--- src/rtl/master_control_pkg.sv ---
// Chip2Chip shared constants: data width, default notice duration and the
// handshake FSM state encoding used by both master and slave controllers.
package master_control_pkg;

  localparam int DATA_W          = 3;
  localparam int CNT_MAX_DEFAULT = 100_000_000;

  typedef enum logic [1:0] {
    IDLE      = 2'd0,
    WAIT_ACK  = 2'd1,
    WAIT_SEND = 2'd2,
    SEND_DATA = 2'd3
  } state_t;

endpackage

--- src/rtl/master_control_sec_timer.sv ---
// Notice-phase timer: counts while start is held, pulses done (registered)
// on the cycle the count reaches CNT_MAX-1, then wraps.
module sec_timer
  import master_control_pkg::*;
#(
  parameter int CNT_MAX = CNT_MAX_DEFAULT
) (
  input  logic clk,
  input  logic rst_n,
  input  logic start,
  output logic done
);

  localparam int             CW   = (CNT_MAX > 1) ? $clog2(CNT_MAX) : 1;
  localparam logic [CW-1:0]  LAST = CW'(CNT_MAX - 1);

  logic [CW-1:0] count;
  logic [CW-1:0] count_nxt;

  always_comb begin
    count_nxt = (count == LAST) ? '0 : count + 1'b1;
  end

  // done is raised together with the count landing on LAST, so the FSM sees
  // it exactly CNT_MAX cycles after start rises.
  always_ff @(posedge clk) begin
    if (!rst_n) begin
      count <= '0;
      done  <= 1'b0;
    end else if (!start) begin
      count <= '0;
      done  <= 1'b0;
    end else begin
      count <= count_nxt;
      done  <= (count_nxt == LAST);
    end
  end

endmodule

--- src/rtl/master_control.sv ---
// Master side of the Chip2Chip handshake: request -> ack -> one-second notice
// -> valid data -> ack, with all outputs registered.
module master_control
  import master_control_pkg::*;
#(
  parameter int CNT_MAX = CNT_MAX_DEFAULT
) (
  input  logic                clk,
  input  logic                rst_n,
  input  logic                send,
  input  logic [DATA_W-1:0]   data_in,
  input  logic                ack,
  output logic                request,
  output logic                notice,
  output logic                valid,
  output logic [DATA_W-1:0]   data_out,
  output logic [1:0]          state_dbg
);

  // Handshake: request is a level held until the slave acks; valid is a
  // level held with data_out stable until the slave's second ack. Any
  // synchronized ack cycle counts, but only in WAIT_ACK and SEND_DATA.

  state_t              state, state_nxt;
  logic                ack_meta, ack_s;
  logic                start, start_nxt;
  logic                done;
  logic                request_nxt, notice_nxt, valid_nxt;
  logic [DATA_W-1:0]   data_nxt;

  always_ff @(posedge clk) begin
    if (!rst_n) begin
      ack_meta <= 1'b0;
      ack_s    <= 1'b0;
    end else begin
      ack_meta <= ack;
      ack_s    <= ack_meta;
    end
  end

  sec_timer #(.CNT_MAX(CNT_MAX)) u_timer (
    .clk   (clk),
    .rst_n (rst_n),
    .start (start),
    .done  (done)
  );

  always_ff @(posedge clk) begin
    if (!rst_n) begin
      state    <= IDLE;
      request  <= 1'b0;
      notice   <= 1'b0;
      valid    <= 1'b0;
      start    <= 1'b0;
      data_out <= '0;
    end else begin
      state    <= state_nxt;
      request  <= request_nxt;
      notice   <= notice_nxt;
      valid    <= valid_nxt;
      start    <= start_nxt;
      data_out <= data_nxt;
    end
  end

  always_comb begin
    state_nxt   = state;
    request_nxt = request;
    notice_nxt  = notice;
    valid_nxt   = valid;
    start_nxt   = start;
    data_nxt    = data_out;
    case (state)
      IDLE: begin
        if (send) begin
          data_nxt    = data_in;
          request_nxt = 1'b1;
          state_nxt   = WAIT_ACK;
        end
      end
      WAIT_ACK: begin
        if (ack_s) begin
          request_nxt = 1'b0;
          notice_nxt  = 1'b1;
          start_nxt   = 1'b1;
          state_nxt   = WAIT_SEND;
        end
      end
      WAIT_SEND: begin
        if (done) begin
          notice_nxt = 1'b0;
          start_nxt  = 1'b0;
          valid_nxt  = 1'b1;
          state_nxt  = SEND_DATA;
        end
      end
      SEND_DATA: begin
        if (ack_s) begin
          valid_nxt = 1'b0;
          state_nxt = IDLE;
        end
      end
      default: state_nxt = IDLE;
    endcase
  end

  assign state_dbg = state;

endmodule

--- config.mk ---
export PLATFORM = sky130hd
export DESIGN_NAME = master_control
export DESIGN_NICKNAME = d
export VERILOG_FILES = /design/src/rtl/master_control_pkg.sv /design/src/rtl/master_control_sec_timer.sv /design/src/rtl/master_control.sv
export SDC_FILE = /design/constraint.sdc
export NUM_CORES = 1
export LEC_CHECK = 0
export BUFFER_PORTS_ARGS = -buffer_cell sky130_fd_sc_hd__buf_2
export CORE_UTILIZATION = 50
export DETAILED_ROUTE_END_ITERATION = 8
export PLACE_DENSITY = 0.78
export SLEW_MARGIN = 0
export SYNTH_ARGS = -nofsm -noshare
export SYNTH_HDL_FRONTEND = slang
export SYNTH_SLANG_ARGS = --single-unit
--- constraint.sdc ---
create_clock -name clk -period 2.8 [get_ports clk]
set_input_delay 0.28 -clock clk [delete_from_list [all_inputs] [get_ports clk]]
set_output_delay 0.28 -clock clk [all_outputs]
set_load 0.03 [all_outputs]
==> results.sh, run 1 <==
export IMPL_fill_cells=330
export IMPL_rows=22
export IMPL_status="complete, no violations"
export IMPL_period_needed_ns=2.30
export IMPL_r2r_end="u_timer.done"
export IMPL_power_per_cell_area_nw_per_um2=588
export IMPL_yosysSeqAreaShare_pct=39.6
export IMPL_htreeDepth=2
export IMPL_clockBufferDepth=2
export IMPL_clock_fmax_ghz=0.434
export IMPL_cts_hold_buffers=0
export IMPL_cp_num_cells=7
export IMPL_worstPathCellList="ha_1, nand4_4, nor4_4, nand3_1, xor2_1, nor4b_1, nor3b_2"
export IMPL_yosys_register_bits=38
export IMPL_synth_nets=233
export IMPL_ys_flop_type="dfxtp_1"
export IMPL_grt_usage_pct=20.5
export IMPL_drt_vias_per_instance=5.51
export IMPL_drt_iter0_markers=47
export IMPL_drive_above_1_share_pct=14.0
export IMPL_crit_family="simple AND/OR/NAND/NOR gates"
export IMPL_finalCoreUtilization_pct=57.9
export IMPL_dp_hpwl_um=2660
export IMPL_slew_headroom_pct=66.1
export IMPL_cts_sinks=38
export IMPL_cp_max_fo=8
export IMPL_ant_nets=0
export IMPL_synthCells=221
export IMPL_path_clk_slew_ns=0.07
export IMPL_yosysWarnings=0
export IMPL_clock_root_buffer="clkbuf_8"
export IMPL_dpl_cell_area_um2=2020
export IMPL_hold_ws_ns=0.198
export IMPL_ys_types=43
export IMPL_fin_setup_tns_ns=0
export IMPL_peakVddDrop_mv=0.375
export IMPL_finalMaxSlewViolations=0
export IMPL_clock_skew_ns=0.00737
export IMPL_n_antenna_cell=0
export IMPL_p_leak_nw=0.732
export IMPL_placed_cells=275
export IMPL_min_from="ack"
export IMPL_worstSkewPairLatency_ns=0.29
export IMPL_crit_path_end="u_timer.done"
export IMPL_fp_dieH_um=64.0
export IMPL_wl_per_cell_um=12.9
export IMPL_postCtsSetupBuffers=0
export IMPL_die_w_um=64.0
export IMPL_io_buffers=14
export IMPL_reg2reg_from="u_timer.count[0]"
export IMPL_synthArstFlopShare_pct=0
export IMPL_numCtsBuffers=5
export IMPL_crit_required_ns=3.02
export IMPL_critPathLaunchType="flop"
export IMPL_r2r_cells=7
export IMPL_ff2ff_setup_slack_ns=0.50
export IMPL_globalRouteOverflowTotal=0
export IMPL_antenna_found_initial=0
export IMPL_crit_slowest_cell="nor4_4"
export IMPL_vias=1559
export IMPL_finalHoldViolations=0
export IMPL_rsz0062_at_grt="no"
export IMPL_cts_resized=0
export IMPL_arrival_ns=2.53
export IMPL_area_growth_pct=10.2
export IMPL_slowest_delay_ns=0.48
export IMPL_synth_edf_count=0
export IMPL_ios=15
export IMPL_initial_core_util_pct=52.5
export IMPL_grt_pass1_wl_um=6360
export IMPL_setup_worst_path_start="u_timer.count[0]"
export IMPL_gp_congestion=0.882
export IMPL_finalSetupViolCount=0
export IMPL_hp_class="primary input to flop"
export IMPL_grt_pass1_vias=1375
export IMPL_max_cap_viol_count=0
export IMPL_p_total_mw=1.25
export IMPL_dr_pass1_iters=4
export IMPL_setup_ws_ns=0.496
export IMPL_syn_mean_instance_area_um2=8.70
export IMPL_cp_buffers_inverters=0
export IMPL_period_share_pct=82.3
export IMPL_fin_area_um2=2120
export IMPL_core_um2=3660
export IMPL_grt_max_degree=16
export IMPL_worst_slew_pin_transition_ns=0.502
export IMPL_final_cells=283
export IMPL_place_ws_ns=0.502
export IMPL_drc=0
export IMPL_final_nets=246
export IMPL_cts_tree="built"
export IMPL_cp_end_kind="flop"
export IMPL_wirelength_um=3650
export IMPL_worstSetupPathType="flop to flop"
export IMPL_die_area_um2=4100
export IMPL_netlist_area_um2=1920
-- flip-flops by register name (all words and copies together) (netlist names) --
name / count
start: 1
ack_meta: 1
u_timer.count: 27
state_dbg: 2
valid: 1
request: 1
ack_s: 1
data_out: 3
u_timer.done: 1
-- synth_stat cells (2+ instances only) --
master    instances  area [um2]
nor2_1           29         109
nand4_1           9        56.3
nand2_1          20        75.1
nor3_1            8        40.0
inv_1             4        15.0
or3_1             2        12.5
o211ai_1          3        22.5
ha_1              5        62.6
xor2_1           14         123
o21ai_0           2        10.0
nor4_4            2        42.5
xnor2_1          10        87.6
buf_2             4        20.0
nand3_1          18        90.1
nand2b_1          2        12.5
and2_1            3        18.8
clkbuf_1          4        15.0
dfxtp_1          38         761
a21oi_1           6        30.0
a21boi_0          6        45.0
and3_1            5        31.3
nor4b_1           2        17.5
nor2b_1           3        18.8
and4_1            3        26.3
-- kinds of logic (layout without fill, tap and decap cells) --
logic type | Yosys count | in the layout | synth area share (%)
AOI/OAI and AO/OA | 25 | 25 | 9.12
buffers and inverters | 14 | 28 | 3.06
adders and majority gates | 5 | 5 | 3.26
muxes | 1 | 1 | 0.521
DFF | 38 | 38 | 39.6
and+or+nand+nor | 114 | 114 | 33.5
xor gates and xnor gates | 24 | 24 | 10.9
-- final cells by class --
cell class / count / area, um2 / area share, %
multi-input cells: 169 / 1100 / 52.0
flip-flops and latches: 38 / 761 / 35.9
repair buffers: 16 / 85.1 / 4.02
clock buffers: 6 / 82.6 / 3.90
well taps: 48 / 60.1 / 2.84
inverters: 4 / 15.0 / 0.709
clock inverters: 2 / 12.5 / 0.591
-- power by group --
group          switching, mW  total, mW  internal, mW
Sequential            0.0272      0.599         0.572
Combinational          0.169      0.262        0.0935
Clock                  0.188      0.386         0.198
Total                  0.384       1.25         0.863
-- placed cells by master (no fill, tap or decap), drive strengths merged, types with 6 or more instances in the layout --
| cell | instances |
|---|---|
| a21boi | 6 |
| a21oi | 6 |
| buf | 16 |
| clkbuf | 6 |
| dfxtp | 38 |
| nand2 | 20 |
| nand3 | 19 |
| nand4 | 11 |
| nor2 | 29 |
| nor3 | 8 |
| xnor2 | 10 |
| xor2 | 14 |
-- how the worst min path moves through the flow --
stage          slack [ns]        to  cells after the start
5_1_grt              0.20  ack_meta                      2
6_report             0.20  ack_meta                      2
2_1_floorplan        0.41  ack_meta                      1
4_1_cts              0.19  ack_meta                      2
3_3_place_gp         0.41     ack_s                      1
3_5_place_dp         0.43     ack_s                      1
-- routing by layer --
metal	up-vias	routed length, um	track usage (%)
met1	723	1870	28.4
met4	0	74	10.5
met2	24	1560	28.5
li1	802	-	-
met3	10	137	6.07
met5	-	0	0
(Power assumes the default switching activity.)
==> run 2, diff against run 1 <==
--- a/config.mk
+++ b/config.mk
@@ -5,10 +5,11 @@
 export SDC_FILE = /design/constraint.sdc
 export NUM_CORES = 1
 export LEC_CHECK = 0
+export ABC_AREA = 1
 export BUFFER_PORTS_ARGS = -buffer_cell sky130_fd_sc_hd__buf_2
 export CORE_UTILIZATION = 50
 export DETAILED_ROUTE_END_ITERATION = 8
-export PLACE_DENSITY = 0.78
+export PLACE_DENSITY = 0.81
 export SLEW_MARGIN = 0
 export SYNTH_ARGS = -nofsm -noshare
 export SYNTH_HDL_FRONTEND = slang
==> constraint.sdc (replaced) <==
create_clock -name clk -period 2 [get_ports clk]
set_input_delay 0.2 -clock clk [delete_from_list [all_inputs] [get_ports clk]]
set_output_delay 0.2 -clock clk [all_outputs]
set_load 0.03 [all_outputs]
==> run 2 against run 1 <==
  * Register-to-register slack worse by 0.30 ns
  * Combinational power up 53%
  * Final area up 12%
  * Clock skew up 0.0015 ns
  * Global-route usage up 2.5 points
  * Via count up 24%
  * Area after synthesis up 8.9%
  * Utilization up 1.3 points
  * Sequential power up 41%
==> results.sh, run 2 <==
export IMPL_worst_slew_pin_transition_ns=0.339
export IMPL_mostFrequentLayoutCells="72 x nor2_1, 72 x nand2_1, 45 x inv_1"
export IMPL_ys_flop_type="dfxtp_1"
export IMPL_fin_setup_tns_ns=0
export IMPL_yosysWarnings=0
export IMPL_yosysSeqAreaShare_pct=36.3
export IMPL_drive_above_1_share_pct=11.5
export IMPL_peakVddDrop_mv=0.678
export IMPL_gp_congestion=0.915
export IMPL_rows=23
export IMPL_period_needed_ns=1.80
export IMPL_vias=1935
export IMPL_grt_max_degree=18
export IMPL_slew_headroom_pct=77.2
export IMPL_yosys_area_top_type="dfxtp_1"
export IMPL_path_clk_slew_ns=0.08
export IMPL_clock_fmax_ghz=0.554
export IMPL_ios=15
export IMPL_p_leak_nw=0.960
export IMPL_synth_xor_area_share_pct=3.35
export IMPL_cts_resized=0
export IMPL_globalRouteOverflowTotal=0
export IMPL_n_antenna_cell=0
export IMPL_synthArstFlopShare_pct=0
export IMPL_max_cap_viol_count=0
export IMPL_die_w_um=66.7
export IMPL_rsz0062_at_grt="no"
export IMPL_final_nets=350
export IMPL_numCtsBuffers=5
export IMPL_largest_reg_flops=27
export IMPL_cts_tree="built"
export IMPL_grt_usage_pct=23.0
export IMPL_ys_top_cells_by_count="72 x nand2_1, 72 x nor2_1, 45 x inv_1"
export IMPL_yosys_top_cells_area="dfxtp_1 36%, nand2_1 13%, nor2_1 13%"
export IMPL_worstSkewPairLatency_ns=0.29
export IMPL_wl_per_cell_um=11.4
export IMPL_yosys_area_top_type_share_pct=36.3
export IMPL_fin_area_um2=2370
export IMPL_ant_nets=0
export IMPL_yosys_register_bits=38
export IMPL_worstSetupPathType="flop to flop"
export IMPL_crit_required_ns=2.20
export IMPL_clock_root_buffer="clkbuf_8"
export IMPL_finalSetupViolCount=0
export IMPL_dpl_cell_area_um2=2220
export IMPL_cp_max_fo=7
export IMPL_drt_iter0_markers=170
export IMPL_grt_pass1_wl_um=7450
export IMPL_grt_pass1_vias=1707
export IMPL_synth_edf_count=0
export IMPL_core_um2=4000
export IMPL_synth_nets=330
export IMPL_finalHoldViolations=0
export IMPL_synth_top_family_by_area="simple AND/OR/NAND/NOR gates"
export IMPL_fp_dieH_um=66.7
export IMPL_hp_class="primary input to flop"
export IMPL_drc=0
export IMPL_regMostFlops="u_timer.count"
export IMPL_finalMaxSlewViolations=0
export IMPL_critPathLaunchType="flop"
export IMPL_cts_sinks=38
export IMPL_cts_hold_buffers=0
export IMPL_die_area_um2=4450
export IMPL_io_buffers=14
export IMPL_dr_pass1_iters=4
export IMPL_synth_mux_area_share_pct=0
export IMPL_ys_types=26
export IMPL_syn_mean_instance_area_um2=6.58
export IMPL_netlist_area_um2=2090
export IMPL_dp_hpwl_um=3480
export IMPL_htreeDepth=2
export IMPL_wirelength_um=4440
export IMPL_area_growth_pct=13.1
export IMPL_initial_core_util_pct=52.3
export IMPL_drt_vias_per_instance=4.97
export IMPL_synth_compound_area_share_pct=7.11
export IMPL_status="complete, no violations"
export IMPL_arrival_ns=2.00
export IMPL_clockBufferDepth=2
export IMPL_fill_cells=373
export IMPL_postCtsSetupBuffers=0
export IMPL_clock_skew_ns=0.00885
export IMPL_antenna_found_initial=0
export IMPL_cp_end_kind="flop"
export IMPL_synth_fa_ha_area_share_pct=2.99
export IMPL_power_per_cell_area_nw_per_um2=869
export IMPL_period_share_pct=90.2
export IMPL_synthCells=318
export IMPL_synth_simple_area_share_pct=41.5
run 2: cell types whose count changed after synthesis, sizes merged, moves of 4 or more:
cell / delta
clkbuf: -4
inv: +41
o21ai: +7
nor2: +53
nand3: +4
nand2: +53
a21boi: -6
xor2: -7
buf: -4
nand4: -5
xnor2: -9
and3: -5
run 2: critical path, cell delays in order (launching register included):
cell     delay [ns]
dfxtp_1        0.39
ha_1           0.22
nand2_1        0.10
nor2_4         0.14
nand2_1        0.10
nor2_1         0.15
nand2_1        0.19
nand2_1        0.14
nor2_1         0.05
nand2_1        0.06
nor2_1         0.04
nand3_1        0.09
nor2_1         0.04
run 2: path summary, 6_finish.rpt:
path | from | to | slack [ns] | cells past startpoint
max | u_timer.count[0] | u_timer.done | 0.20 | 12
min | ack | ack_meta | 0.09 | 3
max reg2reg | u_timer.count[0] | u_timer.done | 0.20 | 12
min reg2reg | ack_meta | ack_s | 0.41 | 2
run 2: stage by stage:
stage	power, mW	util (%)	cells	setup WS (ns)	hold slack (ns)
3_3_place_gp	1.25	55.6	381	0.286	0.378
6_report	2.06	59.2	389	0.196	0.0861
5_1_grt	2.16	59.2	389	0.0194	0.0917
3_5_place_dp	1.26	55.6	381	0.202	0.388
2_1_floorplan	1.16	-	318	0.368	0.298
4_1_cts	2.08	59.2	389	0.206	0.0787
run 2: cell type report:
class / instances / area, um2 / share of cell area, %
inverter: 46 / 173 / 7.29
timing repair buffer: 15 / 77.6 / 3.28
multi-input combinational: 232 / 1150 / 48.6
clock inverter: 2 / 60.1 / 2.54
sequential: 38 / 761 / 32.1
tap: 50 / 62.6 / 2.64
clock buffer: 6 / 82.6 / 3.49
run 2: where the power goes:
part           leakage, nW  internal (mW)  total (mW)  switching (mW)
clock network       0.0714          0.532       0.810           0.278
registers            0.308          0.810       0.845          0.0346
logic                0.581          0.131       0.401           0.270
run 2: cells by family (layout without fill, tap and decap cells):
| kind of cell | Yosys count | after routing |
|---|---|---|
| adder cells (fa/ha/maj) | 5 | 5 |
| XOR/XNOR | 8 | 8 |
| AND/OR/NAND/NOR | 194 | 194 |
| buffers and inverters | 48 | 69 |
| AO/OA/AOI/OAI | 25 | 25 |
| flip-flops | 38 | 38 |
run 2: routing by layer:
layer  global-route usage (%)  share of wire [%]
met5                        0                  0
met4                     9.31                2.0
met3                     5.31                4.7
met2                     38.1                 47
met1                     28.3                 47
==> run 3, diff against run 2 <==
--- a/config.mk
+++ b/config.mk
@@ -5,7 +5,6 @@
 export SDC_FILE = /design/constraint.sdc
 export NUM_CORES = 1
 export LEC_CHECK = 0
-export ABC_AREA = 1
 export BUFFER_PORTS_ARGS = -buffer_cell sky130_fd_sc_hd__buf_2
 export CORE_UTILIZATION = 50
 export DETAILED_ROUTE_END_ITERATION = 8
==> run 3 against run 2 <==
  * Worst setup slack lost 0.084 ns
  * Critical path depth is 6 lower
  * Largest cell class unchanged
  * Utilization rose by 3.4 points
  * Clock power down 23%
  * Routed wire length shrank 14%
  * First-iteration DRC count fell by 45%
  * Clock skew decreased by 0.0038 ns
  * Global-route usage is 2.0 points lower
  * Sequential power down 1%
==> results.sh, run 3 (synthesized netlist as in run 1, its figures left out) <==
export IMPL_grt_pass1_vias=1480
export IMPL_cp_end_kind="flop"
export IMPL_rsz0062_at_grt="no"
export IMPL_peakVddDrop_mv=0.495
export IMPL_worstSkewPairLatency_ns=0.29
export IMPL_io_buffers=14
export IMPL_max_cap_viol_count=0
export IMPL_largest_reg_flops=27
export IMPL_vias=1601
export IMPL_wl_per_cell_um=12.6
export IMPL_ant_nets=0
export IMPL_fp_dieH_um=64.0
export IMPL_cts_hold_buffers=0
export IMPL_gp_congestion=0.872
export IMPL_cp_max_fo=6
export IMPL_dr_pass1_iters=4
export IMPL_fin_setup_tns_ns=0
export IMPL_dpl_cell_area_um2=2150
export IMPL_regMostFlops="u_timer.count"
export IMPL_period_needed_ns=1.89
export IMPL_status="complete, no violations"
export IMPL_final_cells=301
export IMPL_mostFrequentLayoutCell="dfxtp_1"
export IMPL_clock_fmax_ghz=0.530
export IMPL_finalMaxSlewViolations=0
export IMPL_setup_worst_path_start="u_timer.count[3]"
export IMPL_crit_path_end="u_timer.done"
export IMPL_drc=0
export IMPL_numCtsBuffers=5
export IMPL_cts_sinks=38
export IMPL_path_clk_slew_ns=0.07
export IMPL_worstHoldPathCells=2
export IMPL_clockBufferDepth=2
export IMPL_clock_root_buffer="clkbuf_8"
export IMPL_multi_input_area_um2=1120
export IMPL_reg2reg_from="u_timer.count[3]"
export IMPL_die_area_um2=4100
export IMPL_fill_cells=322
export IMPL_place_ws_ns=0.00889
export IMPL_drt_vias_per_instance=5.32
export IMPL_period_share_pct=94.4
export IMPL_globalRouteOverflowTotal=0
export IMPL_setup_ws_ns=0.112
export IMPL_worstSetupPathType="flop to flop"
export IMPL_antenna_found_initial=0
export IMPL_grt_usage_pct=20.9
export IMPL_slew_headroom_pct=73.5
export IMPL_r2r_cells=6
export IMPL_die_w_um=64.0
export IMPL_fin_area_um2=2290
export IMPL_core_um2=3660
export IMPL_seq_area_um2=769
export IMPL_dp_hpwl_um=2890
export IMPL_drt_iter0_markers=94
export IMPL_drive_above_1_share_pct=22.1
export IMPL_grt_pass1_wl_um=6640
export IMPL_p_leak_nw=0.833
export IMPL_crit_required_ns=2.22
export IMPL_area_growth_pct=19.3
export IMPL_cts_tree="built"
export IMPL_n_antenna_cell=0
export IMPL_hp_class="primary input to flop"
export IMPL_final_nets=264
export IMPL_finalSetupViolCount=0
export IMPL_ios=15
export IMPL_rows=22
export IMPL_clock_skew_ns=0.00505
export IMPL_p_total_mw=1.83
export IMPL_grt_max_degree=16
export IMPL_wirelength_um=3810
export IMPL_initial_core_util_pct=52.5
export IMPL_ff2ff_setup_slack_ns=0.11
export IMPL_mostFrequentLayoutCells="33 x dfxtp_1, 29 x nor2_1, 20 x nand2_1, 20 x buf_4, 18 x nand3_1"
export IMPL_arrival_ns=2.11
export IMPL_worst_slew_pin_transition_ns=0.392
export IMPL_placed_cells=292
export IMPL_critPathLaunchType="flop"
export IMPL_power_per_cell_area_nw_per_um2=798
export IMPL_r2r_end="u_timer.done"
export IMPL_finalHoldViolations=0
export IMPL_htreeDepth=2
run 3: cell types whose count changed in the layout (fill, tap and decap cells not counted), moves of 6 or more:
cell and delta:
xor2_1 +7, nor2_4 -7, nor2_1 -43, nand2_1 -52, xnor2_1 +9, buf_4 +19
a21boi_0 +6, inv_1 -41, o21ai_0 -6
run 3: final cells by class:
type,count,share of cell area (%)
timing repair buffer,34,9.61
tap,48,2.62
sequential,38,33.6
multi-input combinational,169,48.9
clock inverter,1,1.31
inverter,4,0.655
clock buffer,7,3.33
run 3: how the worst min path moves through the flow:
stage               from  endpoint  slack (ns)
CTS                  ack  ack_meta        0.11
global route         ack  ack_meta        0.13
finish               ack  ack_meta        0.12
floorplan            ack  ack_meta        0.33
global placement     ack  ack_meta        0.42
detailed placement   ack  ack_meta        0.41
run 3: per-layer routing:
layer  up-vias  wire, um  GRT usage (%)
li1        839         -              -
met1       726      1860           27.7
met2        30      1730           32.7
met3         6       144           3.75
met4         0        71           10.2
met5         -         0              0
run 3: power by group:
| part | switching (mW) | internal, mW | total (mW) |
|---|---|---|---|
| registers | 0.0357 | 0.799 | 0.835 |
| clock network | 0.254 | 0.373 | 0.627 |
| logic | 0.235 | 0.133 | 0.368 |
| total | 0.524 | 1.31 | 1.83 |
run 3: through the flow:
| step | utilization, % | hold WS [ns] |
|---|---|---|
| 3_5_place_dp | 58.8 | 0.412 |
| 4_1_cts | 61.7 | 0.112 |
| 6_report | 62.6 | 0.117 |
| 3_3_place_gp | 58.8 | 0.416 |
| 5_1_grt | 62.6 | 0.129 |
| 2_1_floorplan | - | 0.327 |
run 3: what timing repair did:
| action | in CTS | in global routing |
|---|---|---|
| setup buffers | 0 | 1 |
| hold endpoints to repair | 0 | 0 |
| setup endpoints to repair | 0 | 1 |
| resized for setup | 0 | 8 |
run 3: worst max-delay path, cell delays in order (launching register included):
cell	delay [ns]
dfxtp_1	0.50
nand4_4	0.17
nor4_4	0.41
nand3_1	0.14
xor2_1	0.17
nor4b_2	0.24
nor3b_2	0.18
